File: config.mk
export PLATFORM = sky130hd
export DESIGN_NAME = bitty_control_unit
export DESIGN_NICKNAME = d
export VERILOG_FILES = /design/src/rtl/bitty_control_unit.sv
export SDC_FILE = /design/constraint.sdc
export NUM_CORES = 1
export LEC_CHECK = 0
export ABC_CLOCK_PERIOD_IN_PS = 1700
export CAP_MARGIN = 25
export CORE_UTILIZATION = 39
export DETAILED_ROUTE_END_ITERATION = 16
export GPL_TIMING_DRIVEN = 0
export PLACE_DENSITY_LB_ADDON = 0.25
export SETUP_SLACK_MARGIN = 0.5
export SYNTH_ARGS = -nofsm -noshare
export SYNTH_HDL_FRONTEND = slang
export SYNTH_SLANG_ARGS = --single-unit
File: constraint.sdc
create_clock -name clk -period 1.7 [get_ports clk]
set_clock_uncertainty 0.2 [all_clocks]
set_input_delay 0.34 -clock clk [delete_from_list [all_inputs] [get_ports clk]]
set_output_delay 0.34 -clock clk [all_outputs]
set_load 0.05 [all_outputs]
File: src/rtl/bitty_control_unit.sv
// Multi-cycle control sequencer for the bitty core: decodes the fetched word and
// drives datapath enables, the PC strobe and the completion pulse.
module bitty_control_unit (
  input  logic        clk,
  input  logic        reset,
  input  logic        run,
  input  logic [15:0] instruction,
  input  logic [15:0] alu_result,
  output logic [3:0]  mux_sel,
  output logic        en_s,
  output logic        en_c,
  output logic [7:0]  en_i,
  output logic [2:0]  alu_sel,
  output logic [15:0] imm_out,
  output logic        en_pc,
  output logic        done,
  output logic [15:0] last_alu_result
);

  typedef enum logic [2:0] {
    StIdle,
    StFetch,
    StDecode,
    StLoadS,
    StLoadC,
    StWb,
    StBranch
  } state_e;

  localparam logic [3:0] MuxImm = 4'd8;
  localparam logic [3:0] MuxC   = 4'd9;

  state_e      state_q, state_d;
  logic [15:0] ir_q;
  logic [15:0] last_q;

  logic [1:0] fmt;
  logic [2:0] rx;
  logic [2:0] ry;

  assign fmt             = ir_q[1:0];
  assign rx              = ir_q[15:13];
  assign ry              = ir_q[12:10];
  assign alu_sel         = ir_q[4:2];
  assign imm_out         = {8'h00, ir_q[12:5]};
  assign last_alu_result = last_q;

  always_ff @(posedge clk) begin
    if (!reset) begin
      state_q <= StIdle;
      ir_q    <= 16'h0000;
      last_q  <= 16'h0000;
    end else begin
      state_q <= state_d;
      if (state_q == StDecode) ir_q <= instruction;
      if (state_q == StWb) last_q <= alu_result;
    end
  end

  always_comb begin
    state_d = state_q;
    mux_sel = 4'd0;
    en_s    = 1'b0;
    en_c    = 1'b0;
    en_i    = 8'h00;
    en_pc   = 1'b0;
    done    = 1'b0;
    unique case (state_q)
      StIdle: begin
        if (run) state_d = StFetch;
      end
      StFetch: begin
        state_d = StDecode;
      end
      StDecode: begin
        // ir is being loaded this cycle, so branch on the incoming word
        state_d = instruction[1] ? StBranch : StLoadS;
      end
      StLoadS: begin
        mux_sel = {1'b0, rx};
        en_s    = 1'b1;
        state_d = StLoadC;
      end
      StLoadC: begin
        mux_sel = (fmt == 2'b01) ? MuxImm : {1'b0, ry};
        en_c    = 1'b1;
        state_d = StWb;
      end
      StWb: begin
        mux_sel  = MuxC;
        en_i[rx] = 1'b1;
        en_pc    = 1'b1;
        done     = 1'b1;
        state_d  = run ? StFetch : StIdle;
      end
      StBranch: begin
        en_pc   = 1'b1;
        done    = 1'b1;
        state_d = run ? StFetch : StIdle;
      end
      default: begin
        state_d = StIdle;
      end
    endcase
  end

endmodule

==> results of run 1 <==
==> sequential cells by signal (all words and copies together), names as in the netlist <==
signal,count
last_alu_result,16
state_q,3
ir_q,16
==> metrics by stage <==
step                      worst slack [ns]  area [um2]  power (uW)  hold WS (ns)  TNS, ns
after detailed placement            -0.888        2640        1630         0.246   -12.29
after global placement              -0.884        2640        1630         0.241   -11.13
after global routing                -0.395        3650        2900         0.298   -10.83
after floorplan                     -0.203        1800        1420         0.237   -0.615
final                               -0.352        3650        2820         0.280    -9.14
after CTS                           -0.304        3340        2630         0.260    -3.94
==> Yosys cell counts <==
cell      count
a21oi_1      34
a221oi_1      1
a22o_1        2
and2_1        1
and3b_1       2
buf_2         4
buf_4        23
buf_6         1
buf_8         1
clkbuf_1      4
clkinv_1      1
conb_1        1
dfxtp_1      35
inv_1         1
nand2_1      65
nand2_2       2
nand2b_1      4
nand3_1       1
nand3b_1      1
nor2_1        7
nor2b_1       1
nor3_1        5
nor3b_1       2
nor3b_4       1
nor4_1        1
o21a_1        1
o21ai_0       3
or3b_1        1
xor2_1        1
==> tightest hold or removal path: stages, from the launching register on <==
cell and delay (ns):
dfxtp_2 0.33, nand2_1 0.05, a21oi_1 0.06
==> cell type report <==
type                       count  area (um2)
clock inverter                 2        35.0
inverter                       2        10.0
fill                          80         151
sequential                    35         751
timing repair buffer         111        1280
tap                           48        60.1
buffer                        33         330
multi-input combinational    144        1090
clock buffer                   6        82.6
==> power by group through the flow <==
stage               clock network, uW  registers, uW  logic (uW)
finish                            792            958        1070
global route                      837            963        1110
CTS                               789            946         892
detailed placement                  0            944         684
global placement                    0            943         682
floorplan                           0            957         465
==> per-layer routing <==
| metal | GRT usage (%) | up-vias |
|---|---|---|
| met5 | 0 | - |
| li1 | - | 893 |
| met2 | 49.0 | 120 |
| met4 | 6.12 | 0 |
| met3 | 7.76 | 36 |
| met1 | 28.5 | 930 |
==> worst max-delay path by stage <==
| stage | from | end | slack, ns | cells past startpoint |
|---|---|---|---|---|
| after floorplan | state_q[1] | en_i[0] | -0.20 | 4 |
| after CTS | state_q[1] | en_i[4] | -0.30 | 6 |
| after global placement | state_q[2] | mux_sel[1] | -0.88 | 5 |
| after detailed placement | state_q[2] | mux_sel[2] | -0.89 | 5 |
| after global routing | state_q[1] | en_i[4] | -0.39 | 6 |
| final | state_q[1] | en_i[0] | -0.35 | 5 |
==> logic make-up (layout without fill, tap and decap cells) <==
kind of cell,after synthesis,in the layout
AO/OA/AOI/OAI,41,41
XOR/XNOR,1,1
buffers and inverters,35,154
flip-flops,35,35
other,1,8
AND/OR/NAND/NOR,94,94
==> repair_timing <==
item | CTS | global route
resized for setup | 429 | 51
gates cloned | 2 | 0
pin swaps | 24 | 8
setup buffers | 17 | 15
endpoints found under the setup margin | 78 | 77
==> reports/qor.txt, run 1 <==
outcome = finished, violations left
violated checks = negative setup slack
peak supply drop = 735 uV
clock insertion delay at the later pin of the skew report = 0.29 ns
CP top delay family = buffers and inverters
first-pass GRT wire length = 8.65 mm
drt total wl = 7.65 mm
worst path required time = 1.16 ns
GP Congestion = 0.751
synthesized flop and latch total = 35
dpl cells = 339
GRT Resource Usage Total = 26.2%
die area = 0.00436 mm2
synthesized-area fraction occupied by adder cells = 0%
Yosys top cell area share = 43.9%
CP Class = reg -> out
Initial Utilization = 42.1%
antenna violations before repair = 0
CTS Root Cell = clkbuf_8
GRT overflow = 0
Max Fclk = 487 MHz
largest net degree at the start of global routing = 12
Final HPWL DP = 2.81 mm
setup slack after layout = -0.352 ns
row cnt = 22
Final Setup Violations = 48
Yosys top cell by area = dfxtp_1
fin crit share = 121%
CTS tree = built
Remaining DRCs = 0
most frequent cells in the layout = buf_8 (39), nand2_1 (37), buf_6 (36), clkdlybuf4s50_1 (34), dfxtp_2 (31)
WL met2 = 4.02 mm
RR Startpoint = state_q[1]
Reg2Reg Capture Point = last_alu_result[6]
Area contributors post-synth = dfxtp_1 (44%), nand2_1 (15%), buf_4 (11%), a21oi_1 (11%), nor2_1 (1.6%)
Seq pwr share = 34.0%
clk slew on worst S/H paths = 0.08 ns
sw power = 941 uW
relative slew slack = 49.4%
worst path cell trace = buf_6 > nand3b_1 > clkbuf_8 > nor4_4 > buf_6
Crit path arrival time = 1.51 ns
commonest non-fill, non-tap cell in the layout = buf_8
Core Util, Final = 96.0%
Die Ht = 66.0 um
core area = 0.00380 mm2
CTS Buf Count = 5
drt wl/cell = 20.1 um
largest family of logic cells by synthesized area = simple AND/OR/NAND/NOR gates
vias in the first global route = 1,863
Simple-Gate Fraction of Synth Area = 26.5%
Worst Hold End = ir_q[3]
Worst Path Buf+Inv = 3
DRT iter0 DRCs = 100
PD cells = 773 mW/mm2
cell repeated most along the worst path = buf_6
Cell Area, Synth = 0.00160 mm2
share of layout cells above drive strength 1 = 67.9%
flop2flop setup slack = -0.24 ns
Die X = 66.0 um
Vias/cell = 5.19
Logic pwr share = 37.9%
Net Sw Frac = 33.4%
Antenna diodes = 0
critical path startpoint category = flop
# nets final = 367
minimum clock period = 2.05 ns
Area Growth Syn to Fin = 128%
RSZ-0062 raised after global routing = yes
reg2reg path depth = 11
Buffers on Ports = 77
hold path depth = 2
Hold Crit Start = ir_q[3]
Clock Power Share = 28.1%
IO Pins = 86
endpoints failing hold = 0
Worst-Margin Slew = 0.759 ns
Synth Area in Compound Gates = 13.7%
CTS sink count = 35
Post-DRT Antenna Nets = 0
Synth Area in XOR/XNOR = 0.548%
CTS Buffer Depth = 2
hold_buf cts = 0
Synth Warn # = 0
met3 wire len = 465 um
multiplexer share of the synthesized area = 0%
synthesized instance count = 207
Final Instance Count excl. Fillers = 381
Setup crit end kind = output pin
H-tree depth = 2
vias post-DR = 1,979
Synth Area per Inst = 7.72 um2
slowest stage delay, CP = 0.32 ns
sequential share of the synthesized area = 43.9%
DR pass1 iterations = 4
Max Cap Viol = 0
DR top layer = met4
Pint = 1880 uW
hold crit path type = reg -> reg
Final Max Tran Viols = 0
DRT met1 WL = 2.79 mm
Lkg Pwr = 0.00152 uW
CP max stage cell = dfxtp_2
critical path peak fanout = 7
Netlist cell types = 29
Note: power is estimated with default switching activity, not from simulation.
==> run 2: changes to the inputs <==
Settings changed: GPL_ROUTABILITY_DRIVEN set to 0, MAX_ROUTING_LAYER set to met4.
==> run 2 against run 1 <==
- the run still ends with negative setup slack left
- global-route usage grew 0.78 points
- worst setup slack gained 0.0029 ns
- combinational power is essentially flat
- critical path depth is the same
- register-to-register slack is essentially flat
- core utilization is the same
- clock-buffer cell count is the same
- largest power group unchanged
- highest routed layer unchanged
==> reports/qor.txt, run 2 (synthesized netlist as in run 1, its figures left out) <==
H-tree depth = 2 (unchanged)
Final Max Tran Viols = 0 (unchanged)
Antenna diodes = 0 (unchanged)
Worst Path Buf+Inv = 3 (unchanged)
Area Growth Syn to Fin = 128% (unchanged)
Hold Crit Start = ir_q[3] (unchanged)
Setup crit end kind = output pin (unchanged)
fin crit share = 121% (about the same)
critical path startpoint category = flop (unchanged)
Final Setup Violations = 48 (unchanged)
RR Startpoint = state_q[1] (unchanged)
Final Instance Count excl. Fillers = 381 (unchanged)
CP Class = reg -> out (unchanged)
CTS tree = built (unchanged)
Lkg Pwr = 0.00152 uW (unchanged)
# fillers = 80 (unchanged)
clock insertion delay at the later pin of the skew report = 0.29 ns (about the same)
IO Pins = 86 (unchanged)
antenna violations before repair = 0 (unchanged)
relative slew slack = 49.0% (was 49.4%)
DR pass1 iterations = 4 (unchanged)
Final HPWL DP = 2.81 mm (unchanged)
worst path cell trace = buf_6 > nand3b_1 > clkbuf_8 > nor4_4 > buf_6 (unchanged)
Post-DRT Antenna Nets = 0 (unchanged)
vias in the first global route = 1,864 (was 1,863)
core area = 0.00380 mm2 (unchanged)
most frequent cells in the layout = buf_8 (39), nand2_1 (37), buf_6 (36), clkdlybuf4s50_1 (34), dfxtp_2 (31) (unchanged)
die area = 0.00436 mm2 (unchanged)
Max Cap Viol = 0 (unchanged)
CP startpoint = state_q[1] (unchanged)
slowest stage delay, CP = 0.32 ns (about the same)
Initial Utilization = 42.1% (unchanged)
endpoints failing hold = 0 (unchanged)
Vias/cell = 5.28 (was 5.19)
CTS sink count = 35 (unchanged)
Crit path arrival time = 1.51 ns (about the same)
hold_buf cts = 0 (unchanged)
final hold slack = 0.280 ns (about the same)
GRT overflow = 0 (unchanged)
GRT Resource Usage Total = 26.9% (was 26.2%)
DRT iter0 DRCs = 87 (was 100)
CTS Buf Count = 5 (unchanged)
row cnt = 22 (unchanged)
share of layout cells above drive strength 1 = 67.9% (unchanged)
violated checks = negative setup slack (unchanged)
Max Fclk = 488 MHz (was 487 MHz)
area of the multi-input gates = 0.00109 mm2 (unchanged)
commonest non-fill, non-tap cell in the layout = buf_8 (unchanged)
vias post-DR = 2,011 (was 1,979)
drt wl/cell = 20.1 um (about the same)
Remaining DRCs = 0 (unchanged)
RSZ-0062 raised after global routing = yes (unchanged)
critical path peak fanout = 7 (unchanged)
first-pass GRT wire length = 8.65 mm (about the same)
CP top delay family = buffers and inverters (unchanged)
dpl cells = 339 (unchanged)
Die X = 66.0 um (unchanged)
minimum clock period = 2.05 ns (about the same)
FF+latch area = 751 um2 (unchanged)
clk slew on worst S/H paths = 0.08 ns (about the same)
setup slack after layout = -0.349 ns (was -0.352 ns)
# nets final = 367 (unchanged)
CP max stage cell = dfxtp_2 (unchanged)
CTS Root Cell = clkbuf_8 (unchanged)
Worst-Margin Slew = 0.765 ns (was 0.759 ns)
drt total wl = 7.66 mm (was 7.65 mm)
outcome = finished, violations left (unchanged)
total power = 2820 uW (about the same)
Core Util, Final = 96.0% (unchanged)
cell repeated most along the worst path = buf_6 (unchanged)
peak supply drop = 729 uV (was 735 uV)
worst path required time = 1.16 ns (about the same)
PD cells = 773 mW/mm2 (about the same)
Buffers on Ports = 77 (unchanged)
largest net degree at the start of global routing = 12 (unchanged)
CTS Buffer Depth = 2 (unchanged)
hold crit path type = reg -> reg (unchanged)
Die Ht = 66.0 um (unchanged)
[run 2: cell counts in the layout (fill, tap and decap cells not counted)]
Identical to the previous run, type by type.
[run 2: where the power goes]
part | leakage [uW] | total (uW) | switching [uW] | internal (uW)
Clock | 0.0000612 | 791 | 316 | 475
Sequential | 0.000301 | 958 | 75.3 | 883
Combinational | 0.00116 | 1070 | 549 | 521
[run 2: final cells by class]
class / instances / area share (%)
timing repair buffer: 111 / 35.2
multi-input combinational: 144 / 30.0
sequential: 35 / 20.6
buffer: 33 / 9.06
clock buffer: 6 / 2.26
tap: 48 / 1.65
clock inverter: 2 / 0.961
inverter: 2 / 0.274
[run 2: layer usage]
layer / GRT usage, % / vias up / part of all wire (%)
met1: 30.0 / 960 / 36
li1: - / 894 / -
met2: 48.9 / 121 / 53
met4: 6.12 / 0 / 5.1
met3: 5.86 / 36 / 6.2
met5: - / - / 0
[run 2: worst min-delay path, delay by kind of cell (launching register included)]
family | cells | cell delay (ns)
compound gates | 1 | 0.06
flops | 1 | 0.33
simple gates | 1 | 0.05
[run 2: per-stage QoR]
stage,setup TNS (ns),setup WS [ns],area (um2)
finish,-9.04,-0.349,3650
global route,-10.90,-0.399,3650
CTS,-3.94,-0.304,3340
detailed placement,-12.29,-0.888,2640
global placement,-11.13,-0.884,2640
floorplan,-0.615,-0.203,1800
[run 2: path summary, 6_finish.rpt]
path,depth (start not counted),end,slack [ns]
worst min register to register,2,ir_q[3],0.28
worst max register to register,11,last_alu_result[6],-0.24
worst min-delay path,2,ir_q[3],0.28
worst max-delay path,5,en_i[0],-0.35
[run 2: what timing repair did]
action | 4_1_cts | 5_1_grt
setup buffers | 17 | 15
gates cloned | 2 | 0
pin swaps | 24 | 8
resized for setup | 429 | 51
endpoints found under the setup margin | 78 | 77
==> run 3: changes to the inputs <==
Settings changed: SLEW_MARGIN set to 5.
==> results of run 3 <==
Final layout, timing and power as in run 2 (identical DEF).
